`src/rtl/fetch_prefetch_queue.sv`:
```
// fetch_prefetch_queue
//
// Instruction fetch stage with an in-order prefetch buffer. It issues
// sequential reads to instruction memory. Returned words are buffered together
// with their PCs and handed to decode over a valid/ready handshake. A jump
// flushes the buffer, redirects fetch, and discards every response still in
// flight.
//
// Ports:
//   clk, rst            clock (rising edge), asynchronous active-high reset
//   i_en_jmp            redirect fetch this cycle
//   i_jmp_address       redirect target, used verbatim
//   o_mem_req           read request valid
//   i_mem_ready         memory accepts the request
//   o_mem_addr          request address
//   i_mem_rvalid        read data valid; responses return in request order
//   i_mem_rdata         read data
//   o_valid             buffer head valid
//   i_ready             decode accepts the head
//   o_instruction       head instruction, 0 when the buffer is empty
//   o_process_counter   PC of the head instruction, 0 when the buffer is empty
module fetch_prefetch_queue #(
  parameter int                    ADDR_WIDTH = 16,
  parameter int                    INST_WIDTH = 32,
  parameter int                    DEPTH      = 4,
  parameter logic [ADDR_WIDTH-1:0] RESET_PC   = '0,
  parameter int                    PC_STEP    = 4
) (
  input  logic                  clk,
  input  logic                  rst,
  input  logic                  i_en_jmp,
  input  logic [ADDR_WIDTH-1:0] i_jmp_address,
  output logic                  o_mem_req,
  input  logic                  i_mem_ready,
  output logic [ADDR_WIDTH-1:0] o_mem_addr,
  input  logic                  i_mem_rvalid,
  input  logic [INST_WIDTH-1:0] i_mem_rdata,
  output logic                  o_valid,
  input  logic                  i_ready,
  output logic [INST_WIDTH-1:0] o_instruction,
  output logic [ADDR_WIDTH-1:0] o_process_counter
);

  localparam int PTR_W = $clog2(DEPTH);
  localparam int CNT_W = PTR_W + 1;
  localparam logic [ADDR_WIDTH-1:0] STEP    = ADDR_WIDTH'(PC_STEP);
  localparam logic [CNT_W:0]        DEPTH_X = (CNT_W + 1)'(DEPTH);

  logic [ADDR_WIDTH-1:0] fetch_pc_q, fetch_pc_d;
  logic [ADDR_WIDTH-1:0] resp_pc_q, resp_pc_d;
  logic [PTR_W-1:0]      rd_ptr_q, rd_ptr_d;
  logic [PTR_W-1:0]      wr_ptr_q, wr_ptr_d;
  logic [CNT_W-1:0]      count_q, count_d;
  logic [CNT_W-1:0]      outstanding_q, outstanding_d;
  logic [CNT_W-1:0]      discard_q, discard_d;

  logic [ADDR_WIDTH-1:0] fifo_pc_q   [DEPTH];
  logic [INST_WIDTH-1:0] fifo_inst_q [DEPTH];

  logic [CNT_W:0] occupancy;
  logic           head_valid;
  logic           issue;
  logic           push;
  logic           pop;

  // Buffered words plus in-flight requests never exceed DEPTH, so every
  // response is guaranteed a free slot when it arrives.
  assign occupancy  = {1'b0, count_q} + {1'b0, outstanding_q};
  assign head_valid = (count_q != '0);

  assign o_mem_req  = !rst && !i_en_jmp && (occupancy < DEPTH_X);
  assign o_mem_addr = fetch_pc_q;

  assign issue = o_mem_req && i_mem_ready;
  // Responses owed to a pre-jump request stream are dropped, never pushed.
  assign push  = i_mem_rvalid && !i_en_jmp && (discard_q == '0);
  assign pop   = head_valid && i_ready && !i_en_jmp;

  assign o_valid           = head_valid;
  assign o_instruction     = head_valid ? fifo_inst_q[rd_ptr_q] : '0;
  assign o_process_counter = head_valid ? fifo_pc_q[rd_ptr_q]   : '0;

  always_comb begin
    fetch_pc_d    = fetch_pc_q;
    resp_pc_d     = resp_pc_q;
    rd_ptr_d      = rd_ptr_q;
    wr_ptr_d      = wr_ptr_q;
    count_d       = count_q;
    discard_d     = discard_q;
    outstanding_d = outstanding_q + CNT_W'(issue) - CNT_W'(i_mem_rvalid);

    if (issue) begin
      fetch_pc_d = fetch_pc_q + STEP;
    end

    if (i_en_jmp) begin
      // Every request still outstanding after this cycle belongs to the old
      // stream; a response landing in the jump cycle itself is dropped here.
      fetch_pc_d = i_jmp_address;
      resp_pc_d  = i_jmp_address;
      rd_ptr_d   = '0;
      wr_ptr_d   = '0;
      count_d    = '0;
      discard_d  = outstanding_q - CNT_W'(i_mem_rvalid);
    end else begin
      if (i_mem_rvalid && (discard_q != '0)) begin
        discard_d = discard_q - CNT_W'(1);
      end
      if (push) begin
        resp_pc_d = resp_pc_q + STEP;
        wr_ptr_d  = wr_ptr_q + PTR_W'(1);
      end
      if (pop) begin
        rd_ptr_d = rd_ptr_q + PTR_W'(1);
      end
      count_d = count_q + CNT_W'(push) - CNT_W'(pop);
    end
  end

  always_ff @(posedge clk or posedge rst) begin
    if (rst) begin
      fetch_pc_q    <= RESET_PC;
      resp_pc_q     <= RESET_PC;
      rd_ptr_q      <= '0;
      wr_ptr_q      <= '0;
      count_q       <= '0;
      outstanding_q <= '0;
      discard_q     <= '0;
    end else begin
      fetch_pc_q    <= fetch_pc_d;
      resp_pc_q     <= resp_pc_d;
      rd_ptr_q      <= rd_ptr_d;
      wr_ptr_q      <= wr_ptr_d;
      count_q       <= count_d;
      outstanding_q <= outstanding_d;
      discard_q     <= discard_d;
    end
  end

  // Storage needs no reset: count_q gates every read of it.
  always_ff @(posedge clk) begin
    if (push) begin
      fifo_pc_q[wr_ptr_q]   <= resp_pc_q;
      fifo_inst_q[wr_ptr_q] <= i_mem_rdata;
    end
  end

endmodule

```
`config.mk`:
```
export PLATFORM = sky130hd
export DESIGN_NAME = fetch_prefetch_queue
export DESIGN_NICKNAME = d
export VERILOG_FILES = /design/src/rtl/fetch_prefetch_queue.sv
export SDC_FILE = /design/constraint.sdc
export NUM_CORES = 1
export LEC_CHECK = 0
export ABC_AREA = 1
export CELL_PAD_IN_SITES_DETAIL_PLACEMENT = 0
export CELL_PAD_IN_SITES_GLOBAL_PLACEMENT = 1
export CORE_AREA = 2 2 149 151
export DETAILED_ROUTE_END_ITERATION = 6
export DIE_AREA = 0 0 151 153
export PLACE_DENSITY = 0.83
export RECOVER_POWER = 100
export SYNTH_ARGS = -nofsm -noshare
export SYNTH_HDL_FRONTEND = slang
export SYNTH_SLANG_ARGS = --single-unit
```
`constraint.sdc`:
```
create_clock -name clk -period 5.5 [get_ports clk]
set_input_delay 1.375 -clock clk [delete_from_list [all_inputs] [get_ports clk]]
set_output_delay 1.375 -clock clk [all_outputs]
set_load 0.005 [all_outputs]
```
==> impl_summary.txt, run 1 <==
----------------------------------------------------
[Power and ir drop]
  Maximum ir drop on the vdd rail ... 0.270 mV
  Pwr/cell area ... 426 mW/mm^2
  Leakage power figure ... ~4.7 nW

[Synth]
  Share of the yosys chip area belonging to registers ... 0.677
  Top cells by area in the synthesized netlist ... sky130_fd_sc_hd__edfxtp_1, sky130_fd_sc_hd__dfrtp_1, sky130_fd_sc_hd__nor2_1
  Post-synthesis instance area ... a little over 0.01 sq mm
  Cell count after synthesis ... 936
  Yosys warning count ... 0
  Register bit total from synthesis ... 237
  Proportion of netlist area held by the largest area contributor ... 0.566
  Number of distinct library cells after synthesis ... 35
  Net count after synthesis ... 1008
  Per-instance average area after synthesis ... roughly 11 sq um
  Cell taking the most area after synthesis ... sky130_fd_sc_hd__edfxtp_1

[Timing]
  Endpoints failing setup ... 0
  Final count of pins violating max slew ... a little under 90
  Worst hold-check slack ... 481 ps
  Final total negative setup slack ... 0 ps
  RSZ-0062 raised after global routing ... false
  Post-route clock skew ... 6.75 ps
  Transition time at the pin with the least slew margin ... 2560 ps
  Relative slew margins ... -0.709
  Minimum period implied by the final worst setup slack ... between 5000 and 6000 ps
  Max Clk Rate ... 197 MHz
  Hold Vio Cnt, Final ... 0
  Final worst-path cycle share ... 0.925

[Setup path]
  Type of element launching the critical path ... primary input
  Buf+Inv Stages, Crit Path ... 3
  Category of the most critical setup path ... primary input to output pin
  Crit path max-delay family ... buffers and inverters
  CP cell instances ... dlygate4sd3_1, clkinvlp_2, nand2_1, nor2_4, clkdlybuf4s50_1
  Worst-path maximum fanout ... 25
  Crit path max-delay cell type ... sky130_fd_sc_hd__clkinvlp_2
  Type of element capturing the critical path ... output pin
  Required time reported for the critical path endpoint ... slightly above 4000 ps
  Data arrival time of the worst path ... 3710 ps
  Critical Path Max Stage Delay ... 840 ps

[Route]
  DRC violation count after routing ... 0
  Number of vias per cell after detailed routing ... between 5 and 6
  Total length of routed wires ... 22100 um
  Number of detailed-route iterations in the first pass ... 5
  Remaining antenna violation count ... 0
  DRC marker count from the first detailed-route iteration ... 534
  Wire length per cell after detailed routing ... 16.4 um
  Routed vias ... ~7000

[Run status]
  Outcome ... finished, violations left
  Violated checks ... capacitance limit, slew limit

[CTS]
  Master cell of the clock root buffer ... sky130_fd_sc_hd__clkbuf_16
  Clock sinks ... 237
  CTS Buffer Depth ... 3
  Number of H-tree branching levels ... 1
  Number of buffers added for setup after CTS ... 0
  Clock-pin transition on the worst setup and hold timing paths ... ~60 ps
  Total clock buffers created by CTS ... 24
  TritonCTS clock tree ... done
  Hold-fix buffers at CTS ... 0
  Clock latency on the worst-skew pair ... around 500 ps
  Post-CTS resize count ... 0

[Placement]
  Post-placement cell count ... 1305
  Gpl congestion ... 0.819
  Post-detailed-placement half-perimeter wirelength ... 13300 um
  Number of input and output port buffers inserted ... around 120
  Post-detailed-placement cell area ... ~0.012 sq mm

[Floorplan]
  Number of standard-cell rows in the floorplan ... 54
  Starting utilization of the core area ... 0.474
  Ports placed on the boundary ... 120
  Die area ... ~0.023 sq mm
  Die Y ... 153 um
  DIE WIDTH ... 151 um
  Area of the core ... around 0.021 sq mm

[Cells and area]
  Area delta synth->final ... 21.6%
  Number of standard cells in the layout, taps in and fillers out ... 1349
  Share of post-route cells with drive strength above 1 ... 0.0627
  Count of inserted antenna diode cells ... 0
  Finished layout cell area ... 0.0124 sq mm
  Count of filler cells inserted in the layout ... 1800
  Fin nets ... 1123

[GRT]
  Aggregate global-route resource usage ... 0.190
  Vias in the first global route ... between 6000 and 7000
  Wire length of the first global-routing pass ... ~35000 um
  Total congestion overflow ... 0
  Number of antenna violations at the first check in global routing ... 0
  Pin count of the biggest net entering global routing ... 98

[Worst hold path]
  Worst min-delay path category ... register to register

[Job]
  Max-cap viol count ... 3

----------------------------------------------------
report_power, final:
group | switching [mW] | internal [mW]
clock | 0.650 | 0.950
combinational | 0.835 | 0.623
sequential | 0.129 | 2.09
cell usage after synthesis:
cell type and instances:
sky130_fd_sc_hd__fa_1 2, sky130_fd_sc_hd__inv_2 4, sky130_fd_sc_hd__nand3_1 30, sky130_fd_sc_hd__a21o_1 1, sky130_fd_sc_hd__o21ai_0 99, sky130_fd_sc_hd__a31oi_1 1, sky130_fd_sc_hd__nor3_2 1, sky130_fd_sc_hd__o211ai_1 7
sky130_fd_sc_hd__edfxtp_1 192, sky130_fd_sc_hd__nor2_4 2, sky130_fd_sc_hd__xor2_1 8, sky130_fd_sc_hd__o21a_1 1, sky130_fd_sc_hd__nor2_1 237, sky130_fd_sc_hd__buf_1 3, sky130_fd_sc_hd__nand2_2 3, sky130_fd_sc_hd__a21oi_1 62
sky130_fd_sc_hd__inv_4 1, sky130_fd_sc_hd__ha_1 16, sky130_fd_sc_hd__nand2_4 2, sky130_fd_sc_hd__buf_4 7, sky130_fd_sc_hd__or2_2 1, sky130_fd_sc_hd__inv_8 1, sky130_fd_sc_hd__clkbuf_2 2, sky130_fd_sc_hd__buf_6 1
sky130_fd_sc_hd__nor3_1 1, sky130_fd_sc_hd__inv_1 44, sky130_fd_sc_hd__o21ai_1 14, sky130_fd_sc_hd__clkbuf_1 15, sky130_fd_sc_hd__dfrtp_1 45, sky130_fd_sc_hd__nand2_1 105, sky130_fd_sc_hd__and3_1 1, sky130_fd_sc_hd__buf_2 13
sky130_fd_sc_hd__xnor2_1 5, sky130_fd_sc_hd__o21bai_1 2, sky130_fd_sc_hd__nand4_1 7
placed cells by master (no fill, tap or decap), drive strengths merged, types with 2 or more instances in the layout:
cell type / count
dlygate4sd3: 100
ha: 16
inv: 48
xor2: 8
nor2: 239
bufinv: 2
edfxtp: 192
clkdlybuf4s50: 19
nand2: 110
o21bai: 2
o211ai: 7
nor3: 2
clkbuf: 34
clkinvlp: 4
clkinv: 11
xnor2: 5
dfrtp: 45
fa: 2
o21ai: 113
a21oi: 62
nand4: 7
buf: 6
nand3: 30
area by class of cell:
cell class	count	area, sq um	share of cell area
multi-input combinational	608	2880	0.233
tap	280	350	0.0283
clock inverter	15	131	0.0106
timing repair buffer	130	1270	0.103
sequential	237	6900	0.557
clock buffer	29	661	0.0533
inverter	50	191	0.0155
tightest hold or removal path, delay by kind of cell, from the launching register on:
kind,cells,cell delay (ps)
AND/OR/NAND/NOR,2,100
flip-flops,1,350
routing by layer:
layer | up-vias | global-route usage | part of all wire
met5 | - | 0 | 0
met2 | 200 | 0.310 | 0.47
met4 | 0 | 0.0512 | 0.018
met1 | 3311 | 0.270 | 0.45
li1 | 3432 | - | -
met3 | 32 | 0.0272 | 0.064
worst paths after layout:
| check | from | endpoint | slack (ps) | depth (start not counted) |
|---|---|---|---|---|
| worst max-delay path | i_en_jmp | o_mem_req | 410 | 5 |
| worst min-delay path | o_mem_addr[1]$_DFFE_PP0P_ | o_mem_addr[1]$_DFFE_PP0P_ | 480 | 2 |
| worst max register to register | discard_q[0]$_DFFE_PP0P_ | fifo_inst_q[0][12]$_DFFE_PP_ | 1780 | 7 |
| worst min register to register | o_mem_addr[1]$_DFFE_PP0P_ | o_mem_addr[1]$_DFFE_PP0P_ | 480 | 2 |
| max in group asynchronous | rst | rd_ptr_q[0]$_DFFE_PP0P_ | 1390 | 3 |
| min in group asynchronous | rst | outstanding_q[1]$_DFF_PP0_ | 2300 | 3 |
metrics by stage:
step	total power [mW]	utilization	worst slack (ps)
5_1_grt	5.59	0.576	265
3_5_place_dp	3.84	0.543	1220
4_1_cts	5.45	0.580	668
3_3_place_gp	3.81	0.543	1260
6_report	5.28	0.576	413
2_1_floorplan	3.06	-	1270
state kept, by name, indices dropped and copies added (netlist names):
signal         cells
fifo_inst_q      128
fifo_pc_q         64
o_mem_addr        16
resp_pc_q         16
count_q            3
discard_q          3
outstanding_q      3
rd_ptr_q           2
wr_ptr_q           2
kinds of logic after synthesis:
logic type / share of synthesized area
buffers and inverters: 0.0397
XOR/XNOR: 0.0112
adder cells (fa/ha/maj): 0.0236
flip-flops: 0.677
AO/OA/AOI/OAI: 0.0947
AND/OR/NAND/NOR: 0.154
Power figures use the tool's default switching activity.
==> run 2: changes to the inputs <==
ABC_CLOCK_PERIOD_IN_PS = 5500   (was not set)
CELL_PAD_IN_SITES_DETAIL_PLACEMENT = not set   (was 0)
CELL_PAD_IN_SITES_GLOBAL_PLACEMENT = not set   (was 1)
CORE_AREA = 2 2 134 136   (was 2 2 149 151)
DIE_AREA = 0 0 136 138   (was 0 0 151 153)
PLACE_DENSITY = 0.82   (was 0.83)
==> run 2 against run 1 <==
Effect of this change:
- the run still ends with capacitance limit, slew limit left
- hold slack lost 3.7 ps
- final cell count is 4.1% lower
- critical path depth stayed put
- non-clock buffer count unchanged
- critical path type is now register to output pin
==> impl_summary.txt, run 2 (same netlist as run 1, synthesis figures left out) <==
----------------------------------------------------
[Setup path]
  Type of element capturing the critical path ... output pin
  Type of element launching the critical path ... register
  Category of the most critical setup path ... register to output pin
  CP cell instances ... inv_2, nor2_1, o21ai_0, a21oi_1, dlygate4sd3_1
  Crit path max-delay family ... buffers and inverters
  Crit path max-delay cell type ... sky130_fd_sc_hd__dfrtp_2
  Data arrival time of the worst path ... 3450 ps
  Required time reported for the critical path endpoint ... roughly 4100 ps
  Buf+Inv Stages, Crit Path ... 2
  Worst-path maximum fanout ... 50
  Critical Path Max Stage Delay ... 1060 ps

[Cells and area]
  Share of post-route cells with drive strength above 1 ... 0.0535
  Area delta synth->final ... 20.1%
  Number of flip-flops in the largest register ... 128
  Most frequent standard cell in the layout excluding fill and tap cells ... sky130_fd_sc_hd__nor2_1
  Register bank with the most flops ... fifo_inst_q
  Count of inserted antenna diode cells ... 0
  Most frequent cells in the layout ... sky130_fd_sc_hd__nor2_1, sky130_fd_sc_hd__edfxtp_1, sky130_fd_sc_hd__nand2_1, sky130_fd_sc_hd__o21ai_0, sky130_fd_sc_hd__dlygate4sd3_1
  Top Registers ... fifo_inst_q: 128 flops, fifo_pc_q: 64 flops
  Fin nets ... 1122
  Count of filler cells inserted in the layout ... 1275

[Timing]
  Worst setup slack after layout ... 679 ps
  Final worst-path cycle share ... 0.877
  Max Clk Rate ... just over 200 MHz
  Minimum period implied by the final worst setup slack ... ~4800 ps
  Endpoints failing setup ... 0
  Transition time at the pin with the least slew margin ... 2480 ps
  Hold Vio Cnt, Final ... 0
  Worst hold-check slack ... 477 ps
  RSZ-0062 raised after global routing ... false
  Post-route clock skew ... 8.96 ps
  Final total negative setup slack ... 0 ps
  Final count of pins violating max slew ... 93
  Relative slew margins ... -0.650

[GRT]
  Vias in the first global route ... 7088
  Pin count of the biggest net entering global routing ... 98
  Aggregate global-route resource usage ... 0.237
  Wire length of the first global-routing pass ... 35400 um
  Number of antenna violations at the first check in global routing ... 0
  Total congestion overflow ... 0

[Route]
  DRC marker count from the first detailed-route iteration ... 740
  Remaining antenna violation count ... 0
  Wire length per cell after detailed routing ... 17.1 um
  DRC violation count after routing ... 0
  Number of detailed-route iterations in the first pass ... 5
  Routed vias ... approximately 7000
  Total length of routed wires ... roughly 22000 um
  Number of vias per cell after detailed routing ... 5.56

[Placement]
  Pre-CTS setup slack ... between 1000 and 1500 ps
  Post-detailed-placement half-perimeter wirelength ... 13200 um
  Number of input and output port buffers inserted ... between 100 and 150
  Gpl congestion ... 0.911

[Power and ir drop]
  Maximum ir drop on the vdd rail ... 0.243 mV
  Pwr/cell area ... 423 mW/mm^2
  Leakage power figure ... 4.67 nW

[CTS]
  Number of H-tree branching levels ... 1
  Post-CTS resize count ... 0
  Total clock buffers created by CTS ... 23
  TritonCTS clock tree ... done
  Master cell of the clock root buffer ... sky130_fd_sc_hd__clkbuf_16
  CTS Buffer Depth ... 3
  Clock-pin transition on the worst setup and hold timing paths ... 60 ps
  Clock sinks ... 237
  Hold-fix buffers at CTS ... 0
  Clock latency on the worst-skew pair ... around 500 ps
  Number of buffers added for setup after CTS ... 0

[Worst hold path]
  Worst min-delay path category ... register to register

[Floorplan]
  DIE WIDTH ... 136 um
  Starting utilization of the core area ... 0.581
  Die area ... about 0.019 sq mm
  Area of the core ... 0.0175 sq mm
  Ports placed on the boundary ... 120
  Number of standard-cell rows in the floorplan ... 49
  Die Y ... 138 um

[Run status]
  Outcome ... finished, violations left
  Violated checks ... capacitance limit, slew limit

[Job]
  Max-cap viol count ... 3

----------------------------------------------------
## run 2: cell count changes in the layout (fill, tap and decap cells not counted), sizes merged
cell / before / now
inv: 48 / 50
buf: 6 / 4
clkinv: 11 / 13
clkbuf: 34 / 31
clkinvlp: 4 / 1
## run 2: layer usage
layer | wire length [um] | up-vias | track usage | share of wire
li1 | - | 3436 | - | -
met1 | 8930 | 3427 | 0.318 | 0.40
met2 | 11100 | 295 | 0.411 | 0.50
met3 | 1660 | 34 | 0.0319 | 0.075
met4 | 433 | 0 | 0.0609 | 0.020
met5 | 0 | - | 0 | 0
## run 2: report_power, final
part	internal [mW]	switching, mW
logic	0.617	0.843
clock network	0.858	0.639
registers	2.09	0.131
total	3.57	1.61
## run 2: final timing paths
kind | slack (ps) | startpoint | endpoint | cells after the start
worst max-delay path | 680 | rd_ptr_q[1]$_DFFE_PP0P_ | o_process_counter[5] | 5
worst min-delay path | 480 | o_mem_addr[1]$_DFFE_PP0P_ | o_mem_addr[1]$_DFFE_PP0P_ | 2
worst max register to register | 1600 | count_q[1]$_DFF_PP0_ | count_q[2]$_DFF_PP0_ | 14
worst min register to register | 480 | o_mem_addr[1]$_DFFE_PP0P_ | o_mem_addr[1]$_DFFE_PP0P_ | 2
max in group asynchronous | 1650 | rst | rd_ptr_q[1]$_DFFE_PP0P_ | 3
min in group asynchronous | 2270 | rst | outstanding_q[1]$_DFF_PP0_ | 3
## run 2: cell type report
| type | instances | area [sq um] | share of cell area |
|---|---|---|---|
| Sequential cell | 237 | 6890 | 0.564 |
| Tap cell | 229 | 287 | 0.0234 |
| Clock buffer | 24 | 579 | 0.0474 |
| Timing Repair Buffer | 130 | 1250 | 0.102 |
| Multi-Input combinational cell | 608 | 2890 | 0.236 |
| Inverter | 50 | 198 | 0.0162 |
| Clock inverter | 16 | 131 | 0.0107 |
## run 2: stage by stage
stage / instance area, sq um / util / power (mW) / cells
after floorplan: 10200 / - / 3.06 / 936
after global placement: 11600 / 0.660 / 3.78 / 1254
after detailed placement: 11600 / 0.660 / 3.82 / 1254
after CTS: 12300 / 0.701 / 5.31 / 1294
after global routing: 12200 / 0.697 / 5.45 / 1294
final: 12200 / 0.697 / 5.18 / 1294
## run 2: worst register-to-register path, cell delays in order (launching register included)
cell and delay, ps:
sky130_fd_sc_hd__dfrtp_1 430, sky130_fd_sc_hd__inv_1 70, sky130_fd_sc_hd__nand2_1 100, sky130_fd_sc_hd__nor2_4 710
sky130_fd_sc_hd__clkbuf_1 810, sky130_fd_sc_hd__nor2_1 150, sky130_fd_sc_hd__inv_1 150, sky130_fd_sc_hd__nor2_1 70
sky130_fd_sc_hd__ha_1 360, sky130_fd_sc_hd__inv_1 60, sky130_fd_sc_hd__ha_1 130, sky130_fd_sc_hd__inv_1 40
sky130_fd_sc_hd__fa_1 360, sky130_fd_sc_hd__and3_1 180, sky130_fd_sc_hd__nor3_1 160
